--- src/rtl/wb_stage.sv ---
// Write-back stage: retires ALU results directly and loads through a data-memory read with timeout.
// Optional macro WB_FWD_EN adds fwd_valid/fwd_dest/fwd_data forwarding outputs.
module wb_stage #(
  parameter int W   = 8,
  parameter int D   = 4,
  parameter int TMO = 15
) (
  input  logic         CLK,
  input  logic         reset,
  input  logic         ex_valid,
  output logic         ex_ready,
  input  logic         ex_is_load,
  input  logic [D-1:0] ex_dest,
  input  logic [W-1:0] ex_result,
  output logic         mem_req,
  output logic [W-1:0] mem_addr,
  input  logic         mem_ack,
  input  logic [W-1:0] mem_rdata,
  output logic         write_en,
  output logic [D-1:0] wr_dest,
  output logic [W-1:0] data_in,
  output logic         err,
`ifdef WB_FWD_EN
  output logic         fwd_valid,
  output logic [D-1:0] fwd_dest,
  output logic [W-1:0] fwd_data,
`endif
  output logic [1:0]   fsm_state
);

  localparam int CW = $clog2(TMO + 1);

  typedef enum logic [1:0] {
    IDLE      = 2'd0,
    LOAD_WAIT = 2'd1,
    WRITE     = 2'd2
  } state_t;

  state_t        state;
  logic [CW-1:0] cnt;

  assign fsm_state = state;

`ifdef WB_FWD_EN
  assign fwd_valid = write_en;
  assign fwd_dest  = wr_dest;
  assign fwd_data  = data_in;
`endif

  // Handshake: an operation transfers on a rising CLK edge when ex_valid and
  // ex_ready are both 1; ex_ready is 0 only while a load waits for memory.
  always_ff @(posedge CLK or negedge reset) begin
    if (!reset) begin
      state    <= IDLE;
      ex_ready <= 1'b1;
      mem_req  <= 1'b0;
      mem_addr <= '0;
      write_en <= 1'b0;
      wr_dest  <= '0;
      data_in  <= '0;
      err      <= 1'b0;
      cnt      <= '0;
    end else begin
      case (state)
        IDLE, WRITE: begin
          write_en <= 1'b0;
          if (ex_valid) begin
            wr_dest <= ex_dest;
            if (ex_is_load) begin
              state    <= LOAD_WAIT;
              ex_ready <= 1'b0;
              mem_req  <= 1'b1;
              mem_addr <= ex_result;
              cnt      <= '0;
            end else begin
              state    <= WRITE;
              write_en <= 1'b1;
              data_in  <= ex_result;
            end
          end else begin
            state <= IDLE;
          end
        end
        LOAD_WAIT: begin
          // A late ack in the final wait cycle still completes the load.
          if (mem_ack) begin
            state    <= WRITE;
            mem_req  <= 1'b0;
            data_in  <= mem_rdata;
            write_en <= 1'b1;
            ex_ready <= 1'b1;
          end else if (cnt == CW'(TMO - 1)) begin
            cnt      <= cnt + 1'b1;
            state    <= IDLE;
            mem_req  <= 1'b0;
            err      <= 1'b1;
            ex_ready <= 1'b1;
          end else begin
            cnt <= cnt + 1'b1;
          end
        end
        default: begin
          state    <= IDLE;
          ex_ready <= 1'b1;
          mem_req  <= 1'b0;
          write_en <= 1'b0;
        end
      endcase
    end
  end

endmodule

--- config.mk ---
export PLATFORM = sky130hd
export DESIGN_NAME = wb_stage
export DESIGN_NICKNAME = d
export VERILOG_FILES = /design/src/rtl/wb_stage.sv
export SDC_FILE = /design/constraint.sdc
export NUM_CORES = 1
export LEC_CHECK = 0
export ABC_AREA = 1
export CORE_ASPECT_RATIO = 1.5
export CORE_MARGIN = 2
export CORE_UTILIZATION = 43
export CTS_CLUSTER_DIAMETER = 40
export DETAILED_ROUTE_END_ITERATION = 16
export PLACE_DENSITY_LB_ADDON = 0.05
export SYNTH_ARGS = -nofsm -noshare
export SYNTH_HDL_FRONTEND = slang
export SYNTH_SLANG_ARGS = --single-unit
--- constraint.sdc ---
create_clock -name CLK -period 1.5 [get_ports CLK]
set_input_delay 0.225 -clock CLK [delete_from_list [all_inputs] [get_ports CLK]]
set_output_delay 0.225 -clock CLK [all_outputs]
set_load 0.01 [all_outputs]
After elaboration in Yosys (flattened, before gate mapping)
Cells that the tools add are included.
{ "word_totals": {"reg_bits": 30, "input_bits": 25, "wordCells": 56} }
{ "op_classes": {"n_addsub": 1, "n_eq_ne": 9, "mux": 27, "bitwise": 1, "n_reduce_logical": 9} }
{ "ops": {"columns": ["op", "count"], "rows": [
  ["2-to-1 mux 8 bit", 3],
  ["one-hot mux 8 bit (2 select lines)", 1],
  ["2-to-1 mux 4 bit", 3],
  ["2-to-1 mux 1 bit", 11],
  ["inequality test 2 bit, second input constant", 5],
  ["AND reduction 3 bit", 3],
  ["2-to-1 mux 2 bit", 4],
  ["one-hot mux 4 bit (2 select lines)", 1],
  ["AND reduction 4 bit", 2],
  ["one-hot mux 1 bit (2 select lines)", 3],
  ["adder 4 x 1 -> 4 bit, second input constant", 1],
  ["equality test 4 bit, second input constant", 1],
  ["one-hot mux 2 bit (2 select lines)", 1],
  ["inequality test 3 bit, second input constant", 1],
  ["equality test 2 x 1 -> 1 bit, second input constant", 1],
  ["equality test 2 bit, second input constant", 1],
  ["zero test 2 bit", 1],
  ["AND reduction 2 bit", 1],
  ["nonzero test 2 bit", 1],
  ["OR reduction 2 bit", 1],
  ["NOT 1 bit", 1]
]} }

Longest topological paths before layout
Gate-level depths: netlist of the first run.
{ "depth": {"depth_word": 4, "depth_mapped": 7, "mapped_depth_nobuf": 7} }

Least setup slack after synthesis of the first run
OpenSTA, ideal clock, no wires.
{ "synth_path": {"path_type": "register to register", "start": "register state[0], in the netlist fsm_state[0]", "end": "register data_in[0]", "setup_time_ps": 65, "arrival_time_ps": 1041, "slack_ps": 394, "stages_incl_launch_ff": 6, "path_buffers": 0, "period_less_slack_ps": 1106, "cell_sequence": "dfrtp_1 > inv_2 > nand3b_2 > nand2_4 > nand2_1 > nand2_1"} }
{ "synth_between": {"elab_chain_len": 4} }
{ "synth_lines": {"columns": ["item", "line", "source"], "rows": [
  ["start: declaration", "39", "state_t state;"],
  ["start signal: assignment", "54", "state <= IDLE;"],
  ["start signal: assignment", "70", "state <= LOAD_WAIT;"],
  ["start signal: assignment", "76", "state <= WRITE;"],
  ["equality test 2 bit / zero test 2 bit (equally long branches)", "64", "case (state)"],
  ["OR reduction 2 bit", "64", null],
  ["inequality test 2 bit (no source line) / nonzero test 2 bit (equally long branches)", null, null],
  ["AND reduction 4 bit (no source line)", null, null],
  ["end signal: assignment", "78", "data_in <= ex_result;"],
  ["end signal: assignment", "89", "data_in <= mem_rdata;"],
  ["end: declaration", "21", "output logic [W-1:0] data_in,"]
]} }
Parallel ways exist; a longest one is shown, timed or not.
A chain may end at the register's enable or synchronous reset.

Worst setup path in the final report of the first run
{ "layout_path": {"start": "register mem_addr[1]", "end": "output mem_addr[1]"} }
{ "layout_rtl": {"columns": ["item", "line", "source"], "rows": [
  ["start: declaration", "16", "output logic [W-1:0] mem_addr,"],
  ["start signal: assignment", "73", "mem_addr <= ex_result;"]
]} }
No word-level cell between the ends.

==> summary.txt, run 1 <==
Logic synthesis
  • Synth Instances: 163
  • Post-synth top area share: 0.529
  • Post-synthesis compound-gate area fraction: 0.0173
  • Xor/xnor share of the synthesized area: 0.00638
  • Mux cell area share after synthesis: 0
  • Synthesized flop and latch total: 30
  • Synthesis warning total: 0
  • Mapped cell area: roughly 1400 µm²
  • Largest area contributor in the netlist: dfrtp_1
  • Main combinational cell family by area after synthesis: simple AND/OR/NAND/NOR gates
  • Syn Nets: 190
  • Area contributors post-synth: dfrtp_1 (53%), nand2_1 (22%), nand3_1 (9.5%), dfstp_2 (1.9%), ha_1 (1.8%)
  • Unique masters post-synth: 21
  • Simple-gate area share of the yosys netlist: 0.371
  • Synth Area in Adders: 0.0182
  • Avg Cell Area, Syn: ~8.4 µm²
  • Seq/Total Area, Yosys: 0.548

Placed design
  • Pre-CTS setup slack: approximately 0.057 ns
  • PortBufs: 50
  • Gpl congestion: between 0.7 and 0.8
  • Placed Cells: 255
  • Detail Placement HPWL: 2.56 mm

GRT
  • Via count of the first global-routing pass: 1249
  • First-pass GRT wire length: 5.54 mm
  • Initial antenna violation count: 0
  • Largest net degree at the start of global routing: 31
  • All-Layer GR Usage: 0.205
  • GR Overflow Total: 0

Floorplanning
  • Die width: about 50 µm
  • Initial Util: 0.443
  • I/O pins: 51
  • DIE AREA: roughly 3700 µm²
  • Rows: 25
  • Core area: just over 3000 µm²
  • Die Ht: approximately 73 µm

Setup path
  • Critical path startpoint: mem_addr[1]
  • Worst R2R Start: fsm_state[0]
  • Critical Path End Type: output pin
  • CP max FO: 2
  • Worst R2R End: data_in[6]
  • R2r setup slk: approximately 0.21 ns
  • Category of the most critical setup path: register to output pin
  • Slowest-stage cell, CP: clkdlybuf4s50_1
  • Register-to-Register Path Depth: 6
  • Crit path buf inv count: 1
  • Critical Path AT: 1.21 ns
  • Slowest stage delay, CP: 0.55 ns
  • Critical Path Stages: 1
  • CP cell instances: clkdlybuf4s50_1
  • Worst path required time: 1.27 ns
  • CP endpoint: mem_addr[1]
  • CP Launch Type: register
  • Largest delay share family, worst path: buffers and inverters

STA
  • Fin crit share: 0.958
  • Post-route worst setup slack: about 0.063 ns
  • RSZ-0062 raised after global routing: false
  • Slew at the pin with the worst max-slew slack: 0.268 ns
  • Final setup fails: 0
  • Crit path time final: 1.44 ns
  • Final number of max-transition violations: 0
  • Clock Skews: a little over 0.01 ns
  • Hold Slack: 0.307 ns
  • Fmax: just under 700 MHz
  • Setup TNS: 0 ns
  • Final hold violations: 0
  • Slew HR: 0.820

Run
  • Max cap viols: 0

Clock tree
  • Clk root buf: clkbuf_8
  • TritonCTS clock tree: built
  • Clock slew at reported path FFs: around 0.070 ns
  • H-tree levels: 2
  • CTS max path bufs: 2
  • Worst-skew pair later-pin latency: roughly 0.29 ns
  • Count of hold-fix buffers inserted at cts: 0
  • CTS Buf Count: 5
  • Clock sinks: 30

Detailed routing
  • Via/cell ratio: ~4.8
  • Routed wire per std cell: around 13 µm
  • Detailed-route via count: around 1300
  • Antenna viol nets, final: 0
  • Post-route DRC: 0
  • Final WL: about 3.3 mm
  • Starting DRC count in detailed routing: 31
  • First-pass detailed-route iteration total: 4

Hold path
  • Worst hold path class: input port to asynchronous set/reset pin

Final layout
  • Most frequent cells in the layout: nand2_1 (81), clkdlybuf4s50_1 (49), dfrtp_1 (29)
  • Nets@finish: ~250
  • Syn-to-layout area delta: 50.0%
  • N_diodes: 0
  • Most common cell after layout, fill and taps aside: nand2_1
  • # fillers: ~270
  • Share of cells above drive strength 1: 0.107
  • Final cell count without fillers: ~270

Run status
  • Run status: completed

Power and ir drop
  • Worst vdd ir: 863 µV
  • Pwr/cell area: 1190 nW/µm²
  • P_leak: ~1.0 nW
-- Yosys cell counts, drive strengths merged --
cell type  instances
ha                 2
o22ai              1
xor2               1
o21bai             1
nand2             84
nand3b             1
dfstp              1
nand3             27
o21ai              1
dfrtp             29
nor2               4
a21oi              1
buf                4
inv                6
-- power breakdown --
group / leakage (nW) / switching (mW) / internal [mW]
sequential: 0.378 / 0.0930 / 0.966
combinational: 0.624 / 0.349 / 0.413
clock: 0.0450 / 0.299 / 0.320
-- cell type report --
class	instances	area, µm²	share of cell area
clock buffers	6	72.6	0.0353
flip-flops and latches	30	752	0.365
well taps	40	50.0	0.0243
inverters	6	22.5	0.0109
clock inverters	2	10.0	0.00486
repair buffers	58	584	0.284
multi-input cells	123	567	0.275
-- per-layer routing --
layer | wire (µm) | vias to the layer above | track usage | part of all wire
met5 | 0 | - | 0 | 0
met4 | 51 | 0 | 0.0957 | 0.015
met3 | 198 | 5 | 0.0553 | 0.059
met2 | 1710 | 42 | 0.336 | 0.51
met1 | 1370 | 591 | 0.248 | 0.41
li1 | - | 639 | - | -
-- worst min path at each step --
stage / to / slack [ns] / cells after the start
finish: err / 0.31 / 2
global route: err / 0.33 / 2
CTS: cnt[3] / 0.31 / 2
detailed placement: mem_addr[2] / 0.46 / 2
global placement: ex_ready / 0.45 / 2
floorplan: cnt[0] / -0.07 / 0
-- worst register-to-register path: cells and delay by family (launching register included) --
kind                   cells  cell delay, ns
and+or+nand+nor            4            0.59
DFF                        1            0.37
buffers and inverters      2            0.28
-- cell families (layout without fill, tap and decap cells) --
group,after synthesis,in the layout
simple gates,116,116
flops,30,30
buf+inv,10,72
compound gates,4,4
fa+ha+maj,2,2
xor+xnor,1,1
-- per-stage QoR --
stage	instance area [µm²]	power [mW]	utilization
finish	2060	2.44	0.665
global route	2060	2.59	0.665
detailed placement	1960	1.84	0.634
global placement	1960	1.82	0.634
CTS	2050	2.47	0.662
floorplan	1370	1.39	-
-- sequential cells by signal, summed over array words and instances, names as in the netlist --
| signal | cells |
|---|---|
| wr_dest | 4 |
| ex_ready | 1 |
| cnt | 4 |
| fsm_state | 2 |
| mem_addr | 8 |
| write_en | 1 |
| err | 1 |
| data_in | 8 |
| mem_req | 1 |
-- what timing repair did --
item,CTS,global route
endpoints found under the setup margin,2,1
setup buffers,1,1
resized for setup,1,0
pin swaps,0,0
hold endpoints to repair,0,0
Note: power is estimated with default switching activity, not from simulation.
==> run 2: changes to the inputs <==
- SLEW_MARGIN: unset -> 5
==> results of run 2 <==
Final layout, timing and power as in run 1 (identical DEF).
==> RTL edit, RTL diff (config.mk and constraints of run 1) <==
The option `WB_FWD_EN` is turned on by a define.
--- a/src/rtl/wb_stage.sv
+++ b/src/rtl/wb_stage.sv
@@ -1,5 +1,7 @@
 // Write-back stage: retires ALU results directly and loads through a data-memory read with timeout.
 // Optional macro WB_FWD_EN adds fwd_valid/fwd_dest/fwd_data forwarding outputs.
+`define WB_FWD_EN
+
 module wb_stage #(
   parameter int W   = 8,
   parameter int D   = 4,
Behaviour (old outputs only; new: fwd_data, fwd_dest and fwd_valid): unchanged (equiv_simple and equiv_induct, registers matched by name and starting in step).
==> RTL edit against run 1 <==
- final cell count is 6.0% higher
- critical path depth stayed put
- highest routed layer unchanged
- synthesized area is 7.1% higher
- total power is 10% higher
- wire length is 9.6% higher
- sequential cell count stayed put
- setup slack worse by 0.0032 ns
- largest power group unchanged
- sequential share of layout area is 2.1 points lower
- design area is 6.1% higher
==> RTL edit: results (changes against run 1) <==
Worst hold path
  – Path type of the worst min-delay path: in -> async

Setup path
  – Top delay family on crit path: buffers and inverters
  – Largest stage delay, worst path: 0.55 ns (about the same)
  – Setup crit start: data_in[6]
  – Critical Path Fanout Max: 3 (+1)
  – CP max-delay cell: clkdlybuf4s50_1
  – Reg-to-reg startpoint: fsm_state[1]

Synthesis
  – Mux share of post-synthesis cell area: 0 (unchanged)
  – XOR/XNOR Fraction of Synth Area: 0.00596 (-0.000424)
  – Async SR Flop Fraction: 1.00 (unchanged)
  – Largest cells by area after synthesis: dfrtp_1 49%, nand2_1 21%, nand3_1 8.9%, buf_4 7.7%, dfstp_2 1.8%
  – Post-synthesis net count: 203 (+6.8%)
  – FF+latch count, synth: 30 (unchanged)
  – Adder-cell share of the synthesized area: 0.0170 (-0.00121)
  – Warnings, synthesis: 0 (unchanged)
  – Top cells by instance count after synthesis: 81 x nand2_1, 29 x dfrtp_1, 26 x nand3_1
  – Seq/Total Area, Yosys: 0.511 (-0.0364)
  – Synth Area in Compound Gates: 0.0162 (-0.00115)
  – Netlist cell types: 21 (unchanged)

GRT
  – GRT met3 Usage: 0.0529 (-0.00239)
  – Met1 Track Usage GR: 0.217 (-0.0309)
  – First-pass GRT wire length: 5640 um (+1.9%)
  – M2 GR Usage: 0.363 (+0.0270)
  – Tot GR Track Use: 0.200 (-0.00477)
  – Initial antenna violation count: 0 (unchanged)
  – Vias in the first global route: 1291 (+3.4%)

Final layout
  – Nets: 265 (+5.6%)
  – Plain + repair buffers: 72 (+24%)
  – Fill cells: 307 (+15%)
  – Signal buf overhead: 0.320 (+0.0365)
  – Comb_multi_in: 123 (unchanged)
  – CLK BUF: 8 (+2)
  – # diodes: 0 (unchanged)
  – Clock-cell share: 0.0413 (+0.00114)
  – Invs w/o clock: 6 (unchanged)
  – Area taken by multi-input logic gates: 567 sq um (unchanged)
  – Biggest regs: data_in: 8 flops, mem_addr: 8 flops
  – Share of post-route cells with drive strength above 1: 0.100 (-0.00625)
  – FF/Latch Area: 752 sq um (unchanged)

Pwr
  – P_leak: 0.00110 uW (+5.3%)
  – Peak VDD IR: 0.000937 V (+8.6%)

CTS
  – Skew-Pair Late Insertion Delay: 0.28 ns
  – CTS buffer count: 5 (unchanged)
  – Clock slew at reported path FFs: 0.07 ns (about the same)
  – Clock Root Buffer: clkbuf_8
  – Max Buffers Root-to-Sink: 2 (unchanged)
  – H-tree depth: 2 (unchanged)

Route
  – Wire length per cell: 13.0 um (+3.3%)
  – Pre-antenna DRT Iters: 4 (unchanged)
  – Vias per cell: 4.72 (-2.0%)
  – First DRT Iteration DRCs: 22 (-29%)

Placed design
  – GP Congestion: 0.771 (-1.9%)
  – I/O Buffers: 63 (+26%)
  – Dpl hpwl: 2810 um (+9.8%)

Status
  – Status: finished, final reports clean

STA
  – Setup Skew: 0.00731 ns (-0.00276 ns)
  – Worst Tran Pin Value: 0.381 ns (+0.113 ns)
## RTL edit: cell count changes in the layout (fill, tap and decap cells not counted), sizes merged
cell           before  now
clkbuf              6    8
clkinv              2    0
dlymetal6s2s        0    1
clkdlybuf4s50      49   61
buf                 8    9
## RTL edit: timing repair
item                                    CTS  global route
endpoints found under the hold margin     0             0
endpoints found under the setup margin    2             2
buffers inserted                          1             1
resized for setup                         1             1
## RTL edit: kinds of logic (layout without fill, tap and decap cells)
family / Yosys count / count (layout)
xor+xnor: 1 / 1
simple gates: 116 / 116
buf+inv: 23 / 86
flops: 30 / 30
fa+ha+maj: 2 / 2
compound gates: 4 / 4
## RTL edit: where the power goes
part | leakage (uW) | switching (uW) | internal, uW
clock | 0.0000455 | 290 | 374
combinational | 0.000679 | 414 | 534
sequential | 0.000378 | 112 | 966
## RTL edit: final timing paths
path,endpoint,slack (ns),cells after the start
worst max-delay path,fwd_data[6],0.06,1
worst min-delay path,cnt[0],0.33,2
worst max register to register,cnt[3],0.18,7
worst min register to register,mem_req,0.47,2
max in group asynchronous,ex_ready,0.84,2
min in group CLK,mem_req,0.47,2
## RTL edit: per-stage QoR
| step | cells | setup WS, ns | area (sq um) | hold WS, ns |
|---|---|---|---|---|
| 3_5_place_dp | 271 | 0.0313 | 2080 | 0.458 |
| 4_1_cts | 280 | 0.0144 | 2170 | 0.345 |
| 5_1_grt | 281 | 0.00882 | 2180 | 0.365 |
| 3_3_place_gp | 271 | 0.0668 | 2080 | 0.450 |
| 6_report | 281 | 0.0600 | 2180 | 0.329 |
| 2_1_floorplan | 176 | 0.394 | 1470 | -0.0706 |
## RTL edit: per-layer routing
layer	share of wire	routed length [um]
met4	0.018	64
met5	0	0
met2	0.56	2040
met1	0.38	1370
met3	0.046	169
